`src/rtl/uart_frame_mux.sv`:
```
// Frame sequencer ahead of the 16-to-8 UART path: snapshots N_CH channels and emits
// sync word, N_CH tagged channel words and an XOR checksum word over valid/ready.
module uart_frame_mux #(
  parameter int unsigned       N_CH       = 5,
  parameter int unsigned       DATA_W     = 12,
  parameter int unsigned       TAG_W      = 4,
  parameter logic [TAG_W-1:0]  BASE_TAG   = 4'h3,
  parameter logic [TAG_W-1:0]  SYNC_TAG   = 4'hF,
  parameter logic [TAG_W-1:0]  CHK_TAG    = 4'hE,
  parameter bit                CONTINUOUS = 1'b1
) (
  input  logic                     clk,
  input  logic                     rst_n,
  input  logic [N_CH*DATA_W-1:0]   ch_data,
  input  logic                     frame_req,
  output logic [TAG_W+DATA_W-1:0]  out_data,
  output logic                     out_valid,
  input  logic                     out_ready,
  output logic                     busy,
  output logic                     frame_done
);

  localparam int unsigned IDX_W  = (N_CH > 1) ? $clog2(N_CH) : 1;
  localparam int unsigned SNAP_W = N_CH * DATA_W;
  localparam int unsigned WORD_W = TAG_W + DATA_W;

  typedef enum logic [1:0] {
    S_IDLE,
    S_SYNC,
    S_CHAN,
    S_CHK
  } state_e;

  state_e              state_q, state_d;
  logic [IDX_W-1:0]    idx_q, idx_d;
  logic [SNAP_W-1:0]   snap_q, snap_d;
  logic [DATA_W-1:0]   chk_q, chk_d;
  logic [DATA_W-1:0]   cnt_q, cnt_d;
  logic [WORD_W-1:0]   data_q, data_d;
  logic                valid_q, valid_d;
  logic                busy_q, busy_d;
  logic                done_q, done_d;

  logic                xfer_c;
  logic                last_chan_c;
  logic [DATA_W-1:0]   cnt_inc_c;
  logic [DATA_W-1:0]   nxt_pay_c;
  logic [TAG_W-1:0]    nxt_tag_c;

  assign xfer_c      = valid_q & out_ready;
  assign last_chan_c = (idx_q == IDX_W'(N_CH - 1));
  assign cnt_inc_c   = cnt_q + DATA_W'(1);

  // Payload and tag of the channel following the one currently presented
  always_comb begin
    nxt_pay_c = '0;
    nxt_tag_c = '0;
    for (int unsigned i = 1; i < N_CH; i++) begin
      if (32'(idx_q) + 32'd1 == i) begin
        nxt_pay_c = snap_q[i*DATA_W +: DATA_W];
        nxt_tag_c = TAG_W'(32'(BASE_TAG) + i);
      end
    end
  end

  // Next-state and next-output logic; the following word is loaded on the accepting edge
  always_comb begin
    state_d = state_q;
    idx_d   = idx_q;
    snap_d  = snap_q;
    chk_d   = chk_q;
    cnt_d   = cnt_q;
    data_d  = data_q;
    valid_d = valid_q;
    busy_d  = busy_q;
    done_d  = 1'b0;

    case (state_q)
      S_IDLE: begin
        if (CONTINUOUS || frame_req) begin
          snap_d  = ch_data;
          data_d  = {SYNC_TAG, cnt_q};
          chk_d   = cnt_q;
          idx_d   = '0;
          valid_d = 1'b1;
          busy_d  = 1'b1;
          state_d = S_SYNC;
        end
      end
      S_SYNC: begin
        if (xfer_c) begin
          data_d  = {BASE_TAG, snap_q[DATA_W-1:0]};
          chk_d   = chk_q ^ snap_q[DATA_W-1:0];
          idx_d   = '0;
          state_d = S_CHAN;
        end
      end
      S_CHAN: begin
        if (xfer_c) begin
          if (!last_chan_c) begin
            data_d = {nxt_tag_c, nxt_pay_c};
            chk_d  = chk_q ^ nxt_pay_c;
            idx_d  = idx_q + IDX_W'(1);
          end else begin
            data_d  = {CHK_TAG, chk_q};
            state_d = S_CHK;
          end
        end
      end
      S_CHK: begin
        if (xfer_c) begin
          done_d = 1'b1;
          cnt_d  = cnt_inc_c;
          if (CONTINUOUS) begin
            // Back-to-back: the re-snapshot is the sample point of the next frame
            snap_d  = ch_data;
            data_d  = {SYNC_TAG, cnt_inc_c};
            chk_d   = cnt_inc_c;
            idx_d   = '0;
            state_d = S_SYNC;
          end else begin
            valid_d = 1'b0;
            busy_d  = 1'b0;
            state_d = S_IDLE;
          end
        end
      end
      default: begin
        state_d = S_IDLE;
      end
    endcase
  end

  // State and output registers
  always_ff @(posedge clk or negedge rst_n) begin
    if (!rst_n) begin
      state_q <= S_IDLE;
      idx_q   <= '0;
      snap_q  <= '0;
      chk_q   <= '0;
      cnt_q   <= '0;
      data_q  <= '0;
      valid_q <= 1'b0;
      busy_q  <= 1'b0;
      done_q  <= 1'b0;
    end else begin
      state_q <= state_d;
      idx_q   <= idx_d;
      snap_q  <= snap_d;
      chk_q   <= chk_d;
      cnt_q   <= cnt_d;
      data_q  <= data_d;
      valid_q <= valid_d;
      busy_q  <= busy_d;
      done_q  <= done_d;
    end
  end

  assign out_data   = data_q;
  assign out_valid  = valid_q;
  assign busy       = busy_q;
  assign frame_done = done_q;

endmodule
```
`config.mk`:
```
export PLATFORM = sky130hd
export DESIGN_NAME = uart_frame_mux
export DESIGN_NICKNAME = d
export VERILOG_FILES = /design/src/rtl/uart_frame_mux.sv
export SDC_FILE = /design/constraint.sdc
export NUM_CORES = 1
export LEC_CHECK = 0
export BUFFER_PORTS_ARGS = -buffer_cell sky130_fd_sc_hd__buf_2
export CORE_ASPECT_RATIO = 0.8
export CORE_UTILIZATION = 55
export CTS_CLUSTER_DIAMETER = 40
export DETAILED_ROUTE_END_ITERATION = 16
export PLACE_DENSITY_LB_ADDON = 0.25
export SETUP_SLACK_MARGIN = 0.2
export SYNTH_ARGS = -nofsm -noshare
export SYNTH_HDL_FRONTEND = slang
export SYNTH_SLANG_ARGS = --single-unit
```
`constraint.sdc`:
```
create_clock -name clk -period 2.98 [get_ports clk]
set_input_delay 0 -clock clk [delete_from_list [all_inputs] [get_ports clk]]
set_output_delay 0 -clock clk [all_outputs]
set_load 0.01 [all_outputs]
```
==> metrics.log, run 1 <==
[metrics] result of the run: finished clean
[metrics] maximum number of pins on one net before global-route repair: 69
[metrics] Setup Skew: 0.00774 ns
[metrics] Crit Reg-Reg Endpoint: snap_q[39]
[metrics] Max VDD drop: between 0.5 and 0.6 mV
[metrics] Routed Antenna Nets: 0
[metrics] end point of the worst hold path: out_data[14]
[metrics] RSZ-0062 raised after global routing: no
[metrics] initial antenna violation count: 0
[metrics] first-pass GRT wire length: 26,000 um
[metrics] post-route fraction of the period consumed by the critical path: approximately 84%
[metrics] share of final-layout standard cells stronger than drive strength 1: 26.1%
[metrics] Clock Latency Late Sink: 0.35 ns
[metrics] sum of negative setup slack: 0 ns
[metrics] buffer type at the clock tree root: clkbuf_16
[metrics] routed length per placed instance: 18.5 um
[metrics] synthesis warning total: 0
[metrics] clock tree sinks: 107
[metrics] portion of total power attributed to combinational logic: a little over 50%
[metrics] cell depth of the worst flop-to-flop path: 5
[metrics] number of synthesized flops with an enable pin: 0
[metrics] Setup Crit Path Kind: register to register
[metrics] number of clock buffers inserted by TritonCTS: 9
[metrics] required time at the worst-slack endpoint: roughly 3.2 ns
[metrics] post-synthesis instance total: just under 600
[metrics] post-synthesis sequential area ratio: 45.5%
[metrics] reg-to-reg slack, setup: 0.47 ns
[metrics] main combinational cell family by area after synthesis: compound AO/OA/AOI/OAI gates
[metrics] number of max-cap violations: 0
[metrics] Net Sw Frac: 40.9%
[metrics] final setup violation count: 0
[metrics] Compound-Gate Fraction of Synth Area: about 17%
[metrics] count of different cell masters after synthesis: between 60 and 70
[metrics] worst-case headroom to the max-slew limit: 57.7%
[metrics] total global routing track utilization: a little under a third
[metrics] Worst Hold Launch: out_ready
[metrics] Synth Net Count: 655
[metrics] final total power: about 8000 uW
[metrics] average size of a mapped cell: around 10 sq um
[metrics] Max clock buf depth: 2
[metrics] total of flip-flops plus latches after synthesis: approximately 110
[metrics] top-count cell post-synth: dfrtp_1
[metrics] final routed DRC violation total: 0
[metrics] launch point of the worst reg-to-reg path: state_q[1]
[metrics] switching component of the power: 3280 uW
[metrics] vias per cell: 6.04
[metrics] Die Wd: 118 um
[metrics] largest fanout on the critical path: 60
[metrics] cell types with the highest counts after synthesis: dfrtp_1, mux2_2, nand2_1
[metrics] Hold Path Stages: 3
[metrics] post-synthesis cell type with the largest combined area: dfrtp_1
[metrics] largest cells by area after synthesis: dfrtp_1, mux2_2, nand2_1
[metrics] 1st-iter DRT viols: 552
[metrics] adder-cell area share of the yosys netlist: under 10%
[metrics] min setup slack post-route: 0.468 ns
[metrics] detailed placement HPWL: 10,200 um
[metrics] buffers added on ports: just over 80
[metrics] number of detailed-route iterations in the first pass: 7
[metrics] most frequently used flop master after synthesis: dfrtp_1
[metrics] internal power: 4730 uW
[metrics] Leakage: around 0.0032 uW
[metrics] WP data arrival: 2.75 ns
[metrics] total inserted antenna cells: 0
[metrics] residual overflow from global routing: 0
[metrics] placement row count: 33
[metrics] part of the power in the clock network: 15.0%
[metrics] via count of the first global-routing pass: 5,115
[metrics] area of the placeable core: 10,300 sq um
[metrics] total I/O pin count: 83
[metrics] xor-xnor portion of the synthesized cell area: 3.13%
[metrics] H-tree Lvls: 3
[metrics] Final Util: 70.9%
[metrics] hold violation total from the final report: 0
[metrics] setup slack after placement: between 0.5 and 0.6 ns
[metrics] Max Clock Freq: 398 MHz
[metrics] area growth from synthesis to layout: 24.4%
[metrics] via count of the routed design: around 5,000
[metrics] vertical extent of the die: between 90 and 100 um
[metrics] final critical path time including I/O delays and setup: 2.51 ns
[metrics] Critical Path Source Type: register
[metrics] post-synthesis cell area: roughly 5900 sq um
[metrics] max-slew violation total from the final report: 0
[metrics] worst min path class: input pin to register
[metrics] area share of the largest cell type after synthesis: 45.5%
[metrics] slew of the pin with the lowest slew margin: 0.634 ns
[metrics] Routability Congestion: 0.875
[metrics] clock input transition at the sequential cells of the worst setup and hold paths: 0.07 ns
[metrics] simple-gate share of the synthesized area: ~14%
[metrics] clock tree from TritonCTS: yes
[metrics] buffers inserted during post-CTS setup optimization: 0
[metrics] Synth async-reset ratio: 100%
[metrics] Worst setup EP type: register
[metrics] Post-layout nets: 781
[metrics] part of the power in registers: 33.1%
[metrics] die area: 11,100 sq um
[metrics] post-synthesis mux area share: around an eighth
[metrics] Min Hold Slack: 0.104 ns
[metrics] starting utilization of the core area: approximately 57%
[metrics] power density over the cells: 1090 nW/um^2
[metrics] final wirelength: 15,700 um
## routing by layer
| layer | share of wire [%] | GRT usage [%] | wire length (um) |
|---|---|---|---|
| met5 | 0 | 0 | 0 |
| met4 | 2.8 | 12.6 | 437 |
| met3 | 6.8 | 5.31 | 1070 |
| met2 | 48 | 51.0 | 7500 |
| met1 | 43 | 38.6 | 6690 |
## what timing repair did
item	CTS	global route
hold buffers	61	0
endpoints found under the setup margin	0	1
hold endpoints to repair	99	0
resized for setup	0	1
## worst max-delay path, cell delays in order, from the launching register on
cell	delay [ns]
dfrtp_1	0.46
ha_1	0.52
nand3_1	0.47
o21ai_4	0.19
buf_12	0.29
mux2_2	0.40
## kinds of logic after synthesis
kind of cell / count (synthesis)
buf+inv: 55
compound gates: 147
fa+ha+maj: 11
flops: 107
mux: 69
xor+xnor: 21
simple gates: 170
## power groups by stage
| stage | clock, uW | combinational [uW] | sequential, uW |
|---|---|---|---|
| global route | 1280 | 4520 | 2720 |
| global placement | 0 | 3860 | 2610 |
| floorplan | 0 | 3020 | 2540 |
| finish | 1200 | 4160 | 2650 |
| CTS | 1210 | 4100 | 2620 |
| detailed placement | 0 | 4010 | 2650 |
## state kept, by name, indices dropped and copies added (netlist names)
signal      cells
snap_q         60
frame_done      1
chk_q          12
out_data       16
state_q         2
idx_q           3
busy            1
cnt_q          12
## layout make-up
class | instances | area (sq um)
fillers | 740 | 3000
multi-input cells | 418 | 2960
flip-flops and latches | 107 | 2680
repair buffers | 157 | 1160
clock buffers | 11 | 243
well taps | 140 | 175
inverters | 13 | 52.6
clock inverters | 4 | 51.3
## through the flow
step | instances | area, sq um
floorplan | 580 | 5880
global placement | 774 | 6410
detailed placement | 774 | 6410
CTS | 850 | 7310
global route | 850 | 7320
finish | 850 | 7320
## how the worst max path moves through the flow
| stage | from | endpoint | cells past startpoint |
|---|---|---|---|
| after floorplan | idx_q[0] | chk_q[2] | 8 |
| after global placement | idx_q[0] | chk_q[2] | 8 |
| after detailed placement | idx_q[0] | chk_q[2] | 8 |
| after CTS | idx_q[0] | chk_q[0] | 9 |
| after global routing | idx_q[0] | chk_q[0] | 9 |
| final | state_q[1] | snap_q[39] | 5 |
## layout by cell type, fill, tap and decap left out, drive strengths merged, types with 4 or more instances in the layout
master       netlist  routed
o21ai             18      18
a2bb2oi            4       4
inv               11      11
o211ai            13      13
nor3               9       9
o21a               5       5
and2               5       5
mux2i              5       5
dlygate4sd3        0      61
nand2b            12      12
a31oi             15      15
xnor2             12      12
nand3             18      18
buf               22      96
nand2             58      58
a211oi             5       5
nor2b              5       5
ha                11      11
a221o             14      14
a32oi              9       9
nor2              42      42
nand3b             6       6
nor4               4       4
xor2               9       9
clkbuf            20      11
a21oi             39      39
dfrtp            107     107
mux2              64      64
(Power assumes the default switching activity.)
==> run 2: changes to the inputs <==
CORE_UTILIZATION = 52   (was 55)
clock period = 2.1 ns   (was 2.98 ns; I/O delays follow)
==> metrics.log, run 2 (synthesized netlist as in run 1, its figures left out) <==
[metrics] Routability Congestion: 0.891 (+1.8%)
[metrics] vias per cell: 6.50 (+7.5%)
[metrics] area of the placeable core: 10,900 sq um (+5.9%)
[metrics] placement row count: 34 (+3.0%)
[metrics] min setup slack post-route: -0.159 ns (-0.627 ns)
[metrics] post-route fraction of the period consumed by the critical path: 108% (+23 points)
[metrics] die area: 11,700 sq um (+5.7%)
[metrics] via count of the routed design: 5,963 (+16%)
[metrics] final standard cell count with taps included and fillers excluded: 918 (+8.0%)
[metrics] Clock Latency Late Sink: 0.37 ns (+0.02 ns)
[metrics] Max Clock Freq: 443 MHz (+11%)
[metrics] total global routing track utilization: 32.4% (+2.2 points)
[metrics] Critical Path Source Type: register
[metrics] number of max-cap violations: 0 (unchanged)
[metrics] Max clock buf depth: 2 (unchanged)
[metrics] power density over the cells: 1640 nW/um^2 (+50%)
[metrics] 1st-iter DRT viols: 789 (+43%)
[metrics] Post-layout nets: 843 (+7.9%)
[metrics] routed length per placed instance: 23.1 um (+25%)
[metrics] largest fanout on the critical path: 7 (-88%)
[metrics] slew of the pin with the lowest slew margin: 0.552 ns (-0.0823 ns)
[metrics] portion of total power attributed to combinational logic: 58.4% (+6.5 points)
[metrics] Post-Place Cell Area: 6700 sq um (+4.5%)
[metrics] Die Wd: 121 um (+2.8%)
[metrics] Slowest cell on crit path: dfrtp_2
[metrics] buffers added on ports: 81 (unchanged)
[metrics] residual overflow from global routing: 0 (unchanged)
[metrics] max-slew violation total from the final report: 0 (unchanged)
[metrics] post-route cell area: 8490 sq um (+16%)
[metrics] Worst setup EP type: register
[metrics] buffer type at the clock tree root: clkbuf_16
[metrics] instance count on the critical path: 9 (+4)
[metrics] cell depth of the worst flop-to-flop path: 9 (+4)
[metrics] detailed placement HPWL: 11,000 um (+7.7%)
[metrics] final wirelength: 21,200 um (+35%)
[metrics] H-tree Lvls: 3 (unchanged)
[metrics] hold violation total from the final report: 0 (unchanged)
[metrics] area growth from synthesis to layout: 44.4%
[metrics] failing checks: negative setup slack
[metrics] worst min path class: input pin to asynchronous set/reset pin
[metrics] clock tree sinks: 107 (unchanged)
[metrics] Top reg by flops: snap_q
[metrics] via count of the first global-routing pass: 5,678 (+11%)
[metrics] ordered list of cells on the worst path: buf_6, ha_4, or2_4, o21ai_4, buf_4, a32o_2, mux2_4, mux2i_1, a221o_1
[metrics] placed cell count: 811 (+4.8%)
[metrics] total I/O pin count: 83 (unchanged)
[metrics] clock tree from TritonCTS: yes
[metrics] number of clock buffers inserted by TritonCTS: 9 (unchanged)
[metrics] Net Sw Frac: 42.8% (+1.9 points)
[metrics] part of the power in the clock network: 13.6% (-1.4 points)
[metrics] most common cell after layout, fill and taps aside: dfrtp_1
[metrics] crit path buf inv count: 2 (+1)
[metrics] highest-count cells in the layout ignoring fill and taps: dfrtp_1, buf_2, mux2_2, dlygate4sd3_1, buf_4
[metrics] fillers: 638 (-14%)
[metrics] initial antenna violation count: 1 (+1)
[metrics] number of detailed-route iterations in the first pass: 6 (-1)
[metrics] vertical extent of the die: 97.1 um (+2.8%)
[metrics] Sequential Area: 2680 sq um (+0.23%)
[metrics] worst-case headroom to the max-slew limit: 63.2% (+5.5 points)
[metrics] Setup Skew: 0.0115 ns (+0.00375 ns)
[metrics] Largest delay share family, worst path: compound AO/OA/AOI/OAI gates
[metrics] final setup violation count: 18 (+18)
[metrics] Max VDD drop: 0.881 mV (+57%)
[metrics] largest stage delay on the critical path: 0.45 ns (-0.07 ns)
[metrics] final critical path time including I/O delays and setup: 2.26 ns (-0.253 ns)
[metrics] final routed DRC violation total: 0 (unchanged)
[metrics] share of final-layout standard cells stronger than drive strength 1: 42.2% (+16 points)
[metrics] part of the power in registers: 28.0% (-5.1 points)
[metrics] area taken by multi-input logic gates: 3500 sq um (+18%)
[metrics] result of the run: finished, violations left
[metrics] Routed Antenna Nets: 0 (unchanged)
[metrics] internal power: 7980 uW (+69%)
[metrics] starting utilization of the core area: 53.8% (-3.2 points)
[metrics] WP data arrival: 2.50 ns (-0.25 ns)
[metrics] clock input transition at the sequential cells of the worst setup and hold paths: 0.08 ns (about the same)
[metrics] max reg flops: 60 (unchanged)
[metrics] RSZ-0062 raised after global routing: yes
[metrics] first-pass GRT wire length: 29,200 um (+12%)
[metrics] setup slack after placement: -0.143 ns (-0.665 ns)
[metrics] required time at the worst-slack endpoint: 2.34 ns (-0.88 ns)
[metrics] maximum number of pins on one net before global-route repair: 58 (-16%)
[metrics] Setup Crit Path Kind: register to register
[metrics] switching component of the power: 5980 uW (+83%)
[metrics] Leakage: 0.00364 uW (+13%)
[run 2: power by group through the flow]
stage	clock network [uW]	registers (uW)	logic [uW]
final	1900	3910	8160
after global routing	1990	3980	8530
after CTS	1890	3790	6860
after detailed placement	0	3780	6030
after global placement	0	3730	5810
after floorplan	0	3600	4430
[run 2: layout make-up]
cell class | count | area share (%)
antenna | 1 | 0.0295
sequential | 107 | 31.6
timing repair buffer | 218 | 20.5
multi-input combinational | 419 | 41.2
inverter | 13 | 0.648
tap | 144 | 2.12
clock buffer | 10 | 2.70
clock inverter | 6 | 1.13
[run 2: worst register-to-register path: cells and delay by family, from the launching register on]
kind                       cells  cell delay, ns
AOI/OAI and AO/OA              3            0.64
adders and majority gates      1            0.19
buffers and inverters          2            0.32
DFF                            1            0.45
muxes                          2            0.39
and+or+nand+nor                1            0.16
[run 2: final timing paths]
path                                endpoint  slack [ns]        start
max in group asynchronous         state_q[1]        1.29        rst_n
worst max register to register      chk_q[2]       -0.16     idx_q[0]
worst min register to register   out_data[2]        0.51  out_data[2]
worst max-delay path                chk_q[2]       -0.16     idx_q[0]
min in group clk                out_data[14]        0.15    out_ready
worst min-delay path              snap_q[26]        0.11        rst_n
[run 2: metal layers]
metal,up-vias,routed length (um),track usage [%]
met1,2895,7940,40.6
met5,-,0,0
met4,0,1250,17.0
met2,456,10100,52.2
li1,2487,-,-
met3,125,1850,7.04
[run 2: timing repair]
action | CTS | global route
pin swaps | 32 | 41
buffers inserted | 14 | 11
hold endpoints to repair | 86 | 0
endpoints found under the setup margin | 85 | 87
resized for setup | 80 | 42
hold buffers | 61 | 0
cloned | 1 | 3
[run 2: per-stage QoR]
step           power, uW  util [%]  hold slack (ns)    TNS, ns
2_1_floorplan       8030         -           -0.296          0
3_3_place_gp        9540      61.3          -0.0366  -0.000959
3_5_place_dp        9810      61.3          -0.0342     -0.770
4_1_cts            12500      74.4           0.0838    -0.0197
5_1_grt            14500      77.7            0.140      -2.02
6_report           14000      77.7            0.107      -1.02
